`src/rtl/acc_pkg.sv`:
```
// Shared types and default sizes for the decode-stage operand accumulator sequencer.
package acc_pkg;

  typedef enum logic [1:0] {
    ACC_IDLE,
    ACC_COLLECT,
    ACC_FULL,
    ACC_BUSY
  } acc_state_t;

  localparam int ACC_DATA_W  = 8;
  localparam int ACC_PC_W    = 12;
  localparam int ACC_DEPTH   = 3;
  localparam int ACC_DONE_TO = 15;

endpackage

```
`src/rtl/acc_done_timer.sv`:
```
// Cycle counter bounding the wait for alu_done while the sequencer is busy.
module acc_done_timer #(
  parameter int DONE_TO = 15
) (
  input  logic clk,
  input  logic reset,
  input  logic load_i,
  input  logic en_i,
  output logic expire_o
);

  localparam int CW = $clog2(DONE_TO + 1);

  logic [CW-1:0] cnt_q;
  logic [CW-1:0] cnt_d;

  assign expire_o = (cnt_q == CW'(DONE_TO - 1));

  always_comb begin
    cnt_d = cnt_q;
    if (load_i) begin
      cnt_d = '0;
    end else if (en_i && !expire_o) begin
      cnt_d = cnt_q + CW'(1);
    end
  end

  always_ff @(posedge clk) begin
    if (reset) begin
      cnt_q <= '0;
    end else begin
      cnt_q <= cnt_d;
    end
  end

endmodule

```
`src/rtl/acc_sequencer.sv`:
```
// Gates decode put/op requests into single-cycle accumulator pulses,
// one per PC, tracking operand fill and holding fetch while the ALU works.
module acc_sequencer
  import acc_pkg::*;
#(
  parameter int DATA_W  = ACC_DATA_W,
  parameter int PC_W    = ACC_PC_W,
  parameter int DEPTH   = ACC_DEPTH,
  parameter int DONE_TO = ACC_DONE_TO
) (
  input  logic              clk,
  input  logic              reset,
  input  logic              put_req,
  input  logic              op_req,
  input  logic [1:0]        op_arity,
  input  logic [DATA_W-1:0] value,
  input  logic [PC_W-1:0]   prog_ctr,
  input  logic              alu_done,
  output logic              put_en,
  output logic              op_en,
  output logic [DATA_W-1:0] acc_value,
  output logic [1:0]        fill,
  output logic              stall,
  output logic              err
);

  localparam logic [1:0] DEPTH_L = 2'(DEPTH);

  acc_state_t        state_q, state_d;
  logic [1:0]        fill_q, fill_d;
  logic [PC_W-1:0]   last_pc_q, last_pc_d;
  logic              put_en_q, put_en_d;
  logic              op_en_q, op_en_d;
  logic [DATA_W-1:0] acc_value_q, acc_value_d;
  logic              err_q, err_d;

  logic       fresh;
  logic       is_both;
  logic       is_put;
  logic       is_op;
  logic [1:0] fill_inc;
  logic       tmr_load;
  logic       tmr_expire;

  assign fresh    = (prog_ctr != last_pc_q) && (put_req || op_req);
  assign is_both  = put_req && op_req;
  assign is_put   = put_req && !op_req;
  assign is_op    = op_req && !put_req;
  assign fill_inc = fill_q + 2'd1;

  acc_done_timer #(
    .DONE_TO (DONE_TO)
  ) u_timer (
    .clk      (clk),
    .reset    (reset),
    .load_i   (tmr_load),
    .en_i     (state_q == ACC_BUSY),
    .expire_o (tmr_expire)
  );

  always_comb begin
    state_d     = state_q;
    fill_d      = fill_q;
    last_pc_d   = last_pc_q;
    put_en_d    = 1'b0;
    op_en_d     = 1'b0;
    acc_value_d = acc_value_q;
    err_d       = err_q;
    stall       = 1'b0;
    tmr_load    = 1'b0;

    unique case (state_q)
      ACC_BUSY: begin
        // Stall releases with alu_done; the held request is taken from IDLE.
        stall = fresh && !alu_done;
        if (alu_done) begin
          fill_d  = '0;
          state_d = ACC_IDLE;
        end else if (tmr_expire) begin
          err_d   = 1'b1;
          fill_d  = '0;
          state_d = ACC_IDLE;
        end
      end
      ACC_IDLE, ACC_COLLECT, ACC_FULL: begin
        if (fresh) begin
          unique case (1'b1)
            is_both: begin
              err_d     = 1'b1;
              last_pc_d = prog_ctr;
            end
            is_put: begin
              if (state_q == ACC_FULL) begin
                stall = 1'b1;
              end else begin
                put_en_d    = 1'b1;
                acc_value_d = value;
                fill_d      = fill_inc;
                last_pc_d   = prog_ctr;
                state_d     = (fill_inc == DEPTH_L) ? ACC_FULL
                                                    : ACC_COLLECT;
              end
            end
            is_op: begin
              // Bad arity still fires so the accumulator clears its valids.
              op_en_d   = 1'b1;
              last_pc_d = prog_ctr;
              state_d   = ACC_BUSY;
              tmr_load  = 1'b1;
              if ((op_arity == 2'd0) || (fill_q < op_arity)) begin
                err_d = 1'b1;
              end
            end
            default: ;
          endcase
        end
      end
    endcase
  end

  always_ff @(posedge clk) begin
    if (reset) begin
      state_q     <= ACC_IDLE;
      fill_q      <= '0;
      last_pc_q   <= '1;
      put_en_q    <= 1'b0;
      op_en_q     <= 1'b0;
      acc_value_q <= '0;
      err_q       <= 1'b0;
    end else begin
      state_q     <= state_d;
      fill_q      <= fill_d;
      last_pc_q   <= last_pc_d;
      put_en_q    <= put_en_d;
      op_en_q     <= op_en_d;
      acc_value_q <= acc_value_d;
      err_q       <= err_d;
    end
  end

  assign put_en    = put_en_q;
  assign op_en     = op_en_q;
  assign acc_value = acc_value_q;
  assign fill      = fill_q;
  assign err       = err_q;

endmodule

```
`config.mk`:
```
export PLATFORM = sky130hd
export DESIGN_NAME = acc_sequencer
export DESIGN_NICKNAME = d
export VERILOG_FILES = /design/src/rtl/acc_pkg.sv /design/src/rtl/acc_done_timer.sv /design/src/rtl/acc_sequencer.sv
export SDC_FILE = /design/constraint.sdc
export NUM_CORES = 1
export LEC_CHECK = 0
export ABC_AREA = 1
export BUFFER_PORTS_ARGS = -buffer_cell sky130_fd_sc_hd__buf_4
export CAP_MARGIN = 20
export CELL_PAD_IN_SITES_DETAIL_PLACEMENT = 0
export CELL_PAD_IN_SITES_GLOBAL_PLACEMENT = 1
export CORE_MARGIN = 5
export CORE_UTILIZATION = 40
export CTS_CLUSTER_DIAMETER = 40
export DETAILED_ROUTE_END_ITERATION = 8
export PLACE_DENSITY = 0.88
export SYNTH_ARGS = -nofsm -noshare
export SYNTH_HDL_FRONTEND = slang
export SYNTH_SLANG_ARGS = --single-unit
```
`constraint.sdc`:
```
create_clock -name clk -period 2.1 [get_ports clk]
set_input_delay 0.315 -clock clk [delete_from_list [all_inputs] [get_ports clk]]
set_output_delay 0.315 -clock clk [all_outputs]
set_load 0.01 [all_outputs]
```
Yosys cells after proc, flatten, opt, wreduce, memory -nomap -nowiden
Cells that the tools add are included.
Widths: inputs -> output; s select.

storage, ports and cells
  register bits after elaboration = 31
  input bits = 27
  word-level logic and storage cells = 83
  output and inout bits = 14

cells by class
  add/sub/neg operators = 2
  bitwise gates (word level) = 4
  muxes and demuxes = 27
  $lt $le $gt $ge = 1
  reductions and logical operators = 24
  equal/unequal tests = 17

operators by type and width
  kind                 number
  $pmux 12 s2          1
  $mux 2               8
  $reduce_and 4->1     4
  $ne 3x3->1 const B   5
  $mux 12              1
  $ne 12x12->1         1
  $ne 2x2->1 const B   6
  $pmux 2 s2           3
  $mux 1               11
  $eq 2x2->1 const B   3
  $logic_and 1x1->1    6
  $pmux 1 s2           3
  $reduce_and 5->1     1
  $add 4x1->4 const B  1
  $eq 4x4->1 const B   1
  $logic_not 1->1      4
  $logic_not 2->1      2
  $not 1->1            4
  $reduce_or 2->1      2
  $reduce_or 4->1      1
  $reduce_or 3->1      1
  $add 2x1->2 const B  1
  $eq 2x1->1 const B   1
  $logic_or 1x1->1     2
  2 further kinds      2

Logic depth before layout (Yosys ltp)
Gate-level depths: netlist of run 1.

  depth in word-level cells = 7
  depth in mapped cells = 12
  mapped depth without buffers = 12

Hierarchy
A second synthesis of run 1 with hierarchy kept.

unflattened totals
  cells, all modules = 232
  area total of the unflattened synthesis = 1,714.1 µm²

by module, submodules not included
  module          cells each  instances  area each (µm²)  seq. area each (µm²)
  acc_sequencer   201         1          1,477.7          540.5
  acc_done_timer  31          1          236.5            80.1

Worst setup path after synthesis of run 1
Ideal clock, no wire load.

  path kind = input to register
  start = input port op_req
  end = register last_pc_q[0]
  data arrival time = 1,350 ps
  buffers on the path = 1
  data required time = 1,966 ps
  setup slack = 617 ps
  stages on the path = 10
  cell sequence = inv_1 ha_1 inv_2 nor2_8 nor2_2 nor3_4 inv_2 buf_6 nand2_1 nand3_1

on the way
  word-level cells in the longest chain between the ends = 4

RTL lines
  what                                                                     RTL line              text
  start: declaration                                                       acc_sequencer.sv:14   input logic op_req,
  $logic_not 1->1, or another cell as far along                            acc_sequencer.sv:47   assign is_put = put_req && !op_req;
  $logic_and 1x1->1 / $reduce_or 2->1 (equally long branches)              --
  $ne 2x2->1 (no source line) / $reduce_bool 2->1 (equally long branches)  --
  $reduce_and 4->1 (no source line)                                        --
  end signal: assignment                                                   acc_sequencer.sv:133  last_pc_q <= last_pc_d;
  end: declaration                                                         acc_sequencer.sv:31   logic [PC_W-1:0] last_pc_q, last_pc_d;

Parallel ways exist; a longest one is shown, timed or not.
A chain may end at the register's enable or synchronous reset.

Worst setup path after layout of run 1
  start = register last_pc_q[11]
  end = output port stall

on the way
  word-level cells in the longest chain between the ends = 4

RTL lines
  what                                                RTL line                                  text
  $ne 12x12->1 (*)                                    acc_sequencer.sv:45                       assign fresh = (prog_ctr != last_pc_q) && (put_req || op_req);
  $logic_and 1x1->1 (*)                               acc_sequencer.sv:45
  $mux 1 / $logic_and 1x1->1 (equally long branches)  acc_sequencer.sv:86, acc_sequencer.sv:75
  $pmux 1 s2 (*)                                      acc_sequencer.sv:72                       unique case (state_q)
  end: declaration                                    acc_sequencer.sv:23                       output logic stall,

Every way passes the cells marked *; elsewhere a longest branch is shown, timed or not.

==> flow_summary.ini, run 1 <==
[critical_path]
crit_start = last_pc_q[11]
critical_path_class = reg2out
cp_data_arrival_time_ns = 1.38
endpoint_kind = output port
critPathLaunchType = flop
cp.required_ns = 1.78
crit_fanout = 4
reg2reg_from = last_pc_q[5]

[status]
status = complete, no violations

[floorplan]
start_util = 0.4112
num_rows = 23
io_pins = 41
die_w_um = 73.89
core-area_um2 = 3971
die-area_um2 = 5460
fp.dieH_um = 73.89

[global_routing]
grt_pass1_wl_um = 5768
grt_max_degree = 13
met2_usage = 0.2116
antenna_found_initial = 0
grt_overflow_total = 0
use_met1 = 0.1751
grtUsageMet3 = 0.05198
globalRouteTotalUtil = 0.1383
grt-busiest-layer = met2
grt_pass1_vias = 1313

[power]
p_int_mw = 1.016
clkPwrFrac = 0.305
p_comb_frac = 0.226
p_sw_frac = 0.2890
power_switching_mw = 0.4129
p_seq_frac = 0.468
cellPowerDensity_nw_per_um2 = 694.1
peakVddDrop_uv = 358.1
p_total_mw = 1.429
power.leakage_nw = 1.028

[min_path]
hold_class = in2reg
worstHoldStart = prog_ctr[3]

[drt]
via_count = 1477
wire_per_inst_um = 10.70
antenna_left = 0
viasPerCell = 4.559
wl_um = 3466
drc = 0
first_iter_violations = 84
drt_first_pass_iters = 4

[yosys]
synth_nets = 264
synth.area.top_cells = dfxtp_1 38%, nand2_1 16%, nand3_1 8.0%
synth_top_area_cell = dfxtp_1
ys_types = 27
ys_seq_elements = 31
ys_top_cells_by_count = 68 x nand2_1, 31 x dfxtp_1, 26 x nand3_1
avgSynthCellArea_um2 = 7.130
yosysTopAreaCellShare = 0.3801
synth-edff-count = 0
syn_area_um2 = 1633
yosysWarnings = 0
async_reset_ff_frac = 0
synth_most_common_cell = nand2_1
syn_inst = 229
synth_top_flop_cell = dfxtp_1
yosysSeqAreaShare = 0.3801

[clock_tree]
clock_path_buffers = 2
cts_made_buffers = 5
cts_tree = built
cts_sinks = 31
clk_latency_ns = 0.27
post-cts-setup-buffers = 0
path_clk_slew_ns = 0.06
cts-resized-gates = 0
cts_root_buffer = clkbuf_8
ctsHoldBuffers = 0
h-tree-depth = 2

[placed_design]
place_area_um2 = 1977
place_ws_ns = 0.2857
dp_hpwl_um = 2625
place.gp.congestion = 0.7595
portBuffers = 40

[sta]
setup_ws_ns = 0.4079
max_freq_mhz = 591.0
whs_ns = 0.2645
finalSetupTns_ns = 0
fin_crit_sh = 0.8058
fin_skew_ns = 0.004842
rsz0062_at_grt = no
setup_viol = 0
post-route-min-period_ns = 1.692
hold_viol = 0
slew_violations = 0
worstMarginPinSlew_ns = 0.2827
maxSlewHeadroom = 0.8095

[layout]
drive_gt1_frac = 0.2299
fillCellCount = 419
syn2layout_area_growth_pct = 26.05
stdcell_area_um2 = 2058
layout.nets = 308
insertedDiodeCount = 0

[job]
cap_violations = 0
-- worst max-delay path, stage by stage (launching register included) --
cell and delay, ns:
dfxtp_1 0.32, xnor2_1 0.15, nand2_1 0.07, nor2_1 0.12, nand3_2 0.12, nand2_4 0.12, a21oi_1 0.06, buf_4 0.15
-- state kept, by name, summed over array words and instances, names as in the netlist --
register and count:
state_q 2, op_en 1, acc_value 8, err 1, u_timer.cnt_q 4, last_pc_q 12
fill 2, put_en 1
-- cells by family after synthesis --
group                      after synthesis  share of synthesized area
buffers and inverters                   33                    0.08505
and+or+nand+nor                        130                     0.3663
AOI/OAI and AO/OA                       18                    0.05900
adders and majority gates                8                    0.06131
DFF                                     31                     0.3801
xor gates and xnor gates                 9                    0.04828
-- path summary, 6_finish.rpt --
check	end	slack (ns)	depth (start not counted)
worst max-delay path	stall	0.41	7
worst max register to register	u_timer.cnt_q[3]	0.62	11
worst min register to register	err	0.45	2
worst min-delay path	last_pc_q[3]	0.26	3
-- area by class of cell --
type | count | area, µm² | area share
clock buffers | 7 | 76.32 | 0.03708
clock inverters | 1 | 5.005 | 0.002432
inverters | 28 | 105.1 | 0.05106
multi-input cells | 165 | 873.3 | 0.4243
flip-flops and latches | 31 | 620.6 | 0.3015
well taps | 50 | 62.56 | 0.03040
repair buffers | 42 | 315.3 | 0.1532
-- power by group through the flow --
stage	sequential [mW]	clock [mW]	combinational [mW]
final	0.669	0.436	0.323
after global placement	0.682	0	0.322
after global routing	0.675	0.492	0.370
after CTS	0.669	0.462	0.327
after detailed placement	0.682	0	0.324
after floorplan	0.685	0	0.215
-- per-layer routing --
layer  part of all wire  wire [µm]
met2               0.47       1612
met5                  0          0
met4             0.0084         29
met1               0.47       1628
met3              0.056        195
-- through the flow --
| step | utilization | std cells |
|---|---|---|
| 2_1_floorplan | - | 229 |
| 3_5_place_dp | 0.4978 | 316 |
| 5_1_grt | 0.5183 | 324 |
| 4_1_cts | 0.5183 | 324 |
| 3_3_place_gp | 0.4978 | 316 |
| 6_report | 0.5183 | 324 |
-- cell usage in the layout (no fill, tap or decap) --
| cell | synthesis | layout |
|---|---|---|
| nand2_1 | 68 | 68 |
| a21boi_0 | 1 | 1 |
| nor3_4 | 1 | 1 |
| buf_4 | 2 | 42 |
| nor2_4 | 1 | 1 |
| nor2_8 | 1 | 1 |
| o21ai_1 | 1 | 1 |
| clkinv_1 | 1 | 1 |
| o221ai_1 | 1 | 1 |
| nor2_1 | 22 | 22 |
| nand3_2 | 1 | 1 |
| nand2_2 | 3 | 3 |
| a21oi_1 | 13 | 13 |
| ha_1 | 8 | 8 |
| inv_2 | 4 | 4 |
| o21ai_0 | 2 | 2 |
| nand3_1 | 26 | 26 |
| clkinv_2 | 0 | 1 |
| nand2_4 | 2 | 2 |
| clkbuf_1 | 2 | 2 |
| xor2_1 | 1 | 1 |
| or2_0 | 1 | 1 |
| xnor2_1 | 8 | 8 |
| nor2_2 | 2 | 2 |
| inv_1 | 23 | 23 |
| nand4_1 | 2 | 2 |
| dfxtp_1 | 31 | 31 |
| clkbuf_8 | 0 | 5 |
Power figures use the tool's default switching activity.
==> inputs of run 2 (changes only) <==
--- a/config.mk
+++ b/config.mk
@@ -11,10 +11,10 @@
 export CELL_PAD_IN_SITES_DETAIL_PLACEMENT = 0
 export CELL_PAD_IN_SITES_GLOBAL_PLACEMENT = 1
 export CORE_MARGIN = 5
-export CORE_UTILIZATION = 40
+export CORE_UTILIZATION = 37
 export CTS_CLUSTER_DIAMETER = 40
 export DETAILED_ROUTE_END_ITERATION = 8
-export PLACE_DENSITY = 0.88
+export PLACE_DENSITY = 0.83
 export SYNTH_ARGS = -nofsm -noshare
 export SYNTH_HDL_FRONTEND = slang
 export SYNTH_SLANG_ARGS = --single-unit
==> constraint.sdc (replaced) <==
create_clock -name clk -period 1.74 [get_ports clk]
set_input_delay 0.261 -clock clk [delete_from_list [all_inputs] [get_ports clk]]
set_output_delay 0.261 -clock clk [all_outputs]
set_load 0.01 [all_outputs]
==> flow_summary.ini, run 2 (synthesis results as in run 1) <==
[status]
status = complete, no violations

[critical_path]
reg2reg_from = last_pc_q[6]
cp.required_ns = 1.48
crit_start = last_pc_q[1]
slowest_delay_ns = 0.32
endpoint_kind = output port
critPathSlowestCell = dfxtp_1
critPathLaunchType = flop
worstPathCellList = xnor2_1 -> nand2_1 -> nor2_2 -> nand3_2 -> nand2_4 -> a21oi_1 -> buf_4
crit_fanout = 4
critical_path_class = reg2out
cp_data_arrival_time_ns = 1.37

[floorplan]
start_util = 0.3776
core-area_um2 = 4324
die_w_um = 76.43
io_pins = 41
die-area_um2 = 5842
num_rows = 24
fp.dieH_um = 76.43

[layout]
largest_reg_flops = 12
seq_area_um2 = 625.6
layout.nets = 311
stdcell_area_um2 = 2155
drive_gt1_frac = 0.2816
largest_register = last_pc_q
fin_util = 0.4983
layout_common_cells = 68 x nand2_1, 45 x buf_4, 27 x dfxtp_1
multi_input_area_um2 = 903.4
syn2layout_area_growth_pct = 31.95
final_common_cell = nand2_1
fillCellCount = 459
insertedDiodeCount = 0

[sta]
setup_ws_ns = 0.1109
worstMarginPinSlew_ns = 0.2834
setup_viol = 0
maxSlewHeadroom = 0.8099
hold_viol = 0
fin_skew_ns = 0.004641
post-route-min-period_ns = 1.629
slew_violations = 0
max_freq_mhz = 613.8
finalSetupTns_ns = 0
fin_crit_sh = 0.9363

[drt]
via_count = 1519
drt_first_pass_iters = 4
wire_per_inst_um = 10.90
wl_um = 3586
viasPerCell = 4.617
first_iter_violations = 73
drc = 0
antenna_left = 0

[power]
p_total_mw = 1.954
peakVddDrop_uv = 430.6
cellPowerDensity_nw_per_um2 = 907.1
power.leakage_nw = 1.080

[placed_design]
portBuffers = 40
place.gp.congestion = 0.8166
dp_hpwl_um = 2731
place_area_um2 = 1987
place_ws_ns = 0.1749

[clock_tree]
cts_tree = built
clock_path_buffers = 2
cts_root_buffer = clkbuf_8
cts_sinks = 31
path_clk_slew_ns = 0.07
ctsHoldBuffers = 0
h-tree-depth = 2
cts_made_buffers = 5
clk_latency_ns = 0.28

[global_routing]
grt_pass1_vias = 1428
grt_max_degree = 13
globalRouteTotalUtil = 0.1282
grt_pass1_wl_um = 6265
grt_overflow_total = 0
antenna_found_initial = 0

[min_path]
worstHoldStart = prog_ctr[3]
hold_class = in2reg

[job]
cap_violations = 0
[run 2: worst paths after layout]
| path | depth (start not counted) | endpoint | slack (ns) |
|---|---|---|---|
| worst min register to register | 2 | err | 0.46 |
| worst max register to register | 12 | last_pc_q[9] | 0.26 |
| worst max-delay path | 7 | stall | 0.11 |
| worst min-delay path | 3 | last_pc_q[3] | 0.21 |
[run 2: power by group]
group	leakage, nW	internal [mW]	total [mW]	switching, mW
combinational	0.766	0.189	0.409	0.220
sequential	0.254	0.771	0.813	0.0417
clock	0.0612	0.463	0.732	0.269
total	1.08	1.42	1.95	0.531
[run 2: layout make-up]
| type | instances | area share |
|---|---|---|
| clock buffer | 6 | 0.03833 |
| clock inverter | 2 | 0.01626 |
| sequential | 31 | 0.2904 |
| timing repair buffer | 45 | 0.1568 |
| inverter | 28 | 0.04878 |
| tap | 52 | 0.03020 |
| multi-input combinational | 165 | 0.4193 |
[run 2: routing by layer]
layer | wire length, µm | GRT usage
met3 | 179 | 0.04137
met4 | 60 | 0.05245
met5 | 0 | 0
met2 | 1662 | 0.2046
met1 | 1683 | 0.1583
[run 2: timing repair]
item | in CTS | in global routing
resized for setup | 0 | 10
setup endpoints to repair | 0 | 1
buffers inserted | 0 | 2
[run 2: critical path: cells and delay by family (launching register included)]
family / cells / cell delay (ns)
flip-flops: 1 / 0.32
AND/OR/NAND/NOR: 4 / 0.41
AO/OA/AOI/OAI: 1 / 0.06
XOR/XNOR: 1 / 0.14
buffers and inverters: 1 / 0.15
[run 2: stage by stage]
| stage | instances | hold slack [ns] |
|---|---|---|
| after floorplan | 229 | 0.3301 |
| after global placement | 319 | 0.4491 |
| after detailed placement | 319 | 0.4549 |
| after global routing | 329 | 0.2009 |
| final | 329 | 0.2103 |
| after CTS | 327 | 0.1991 |
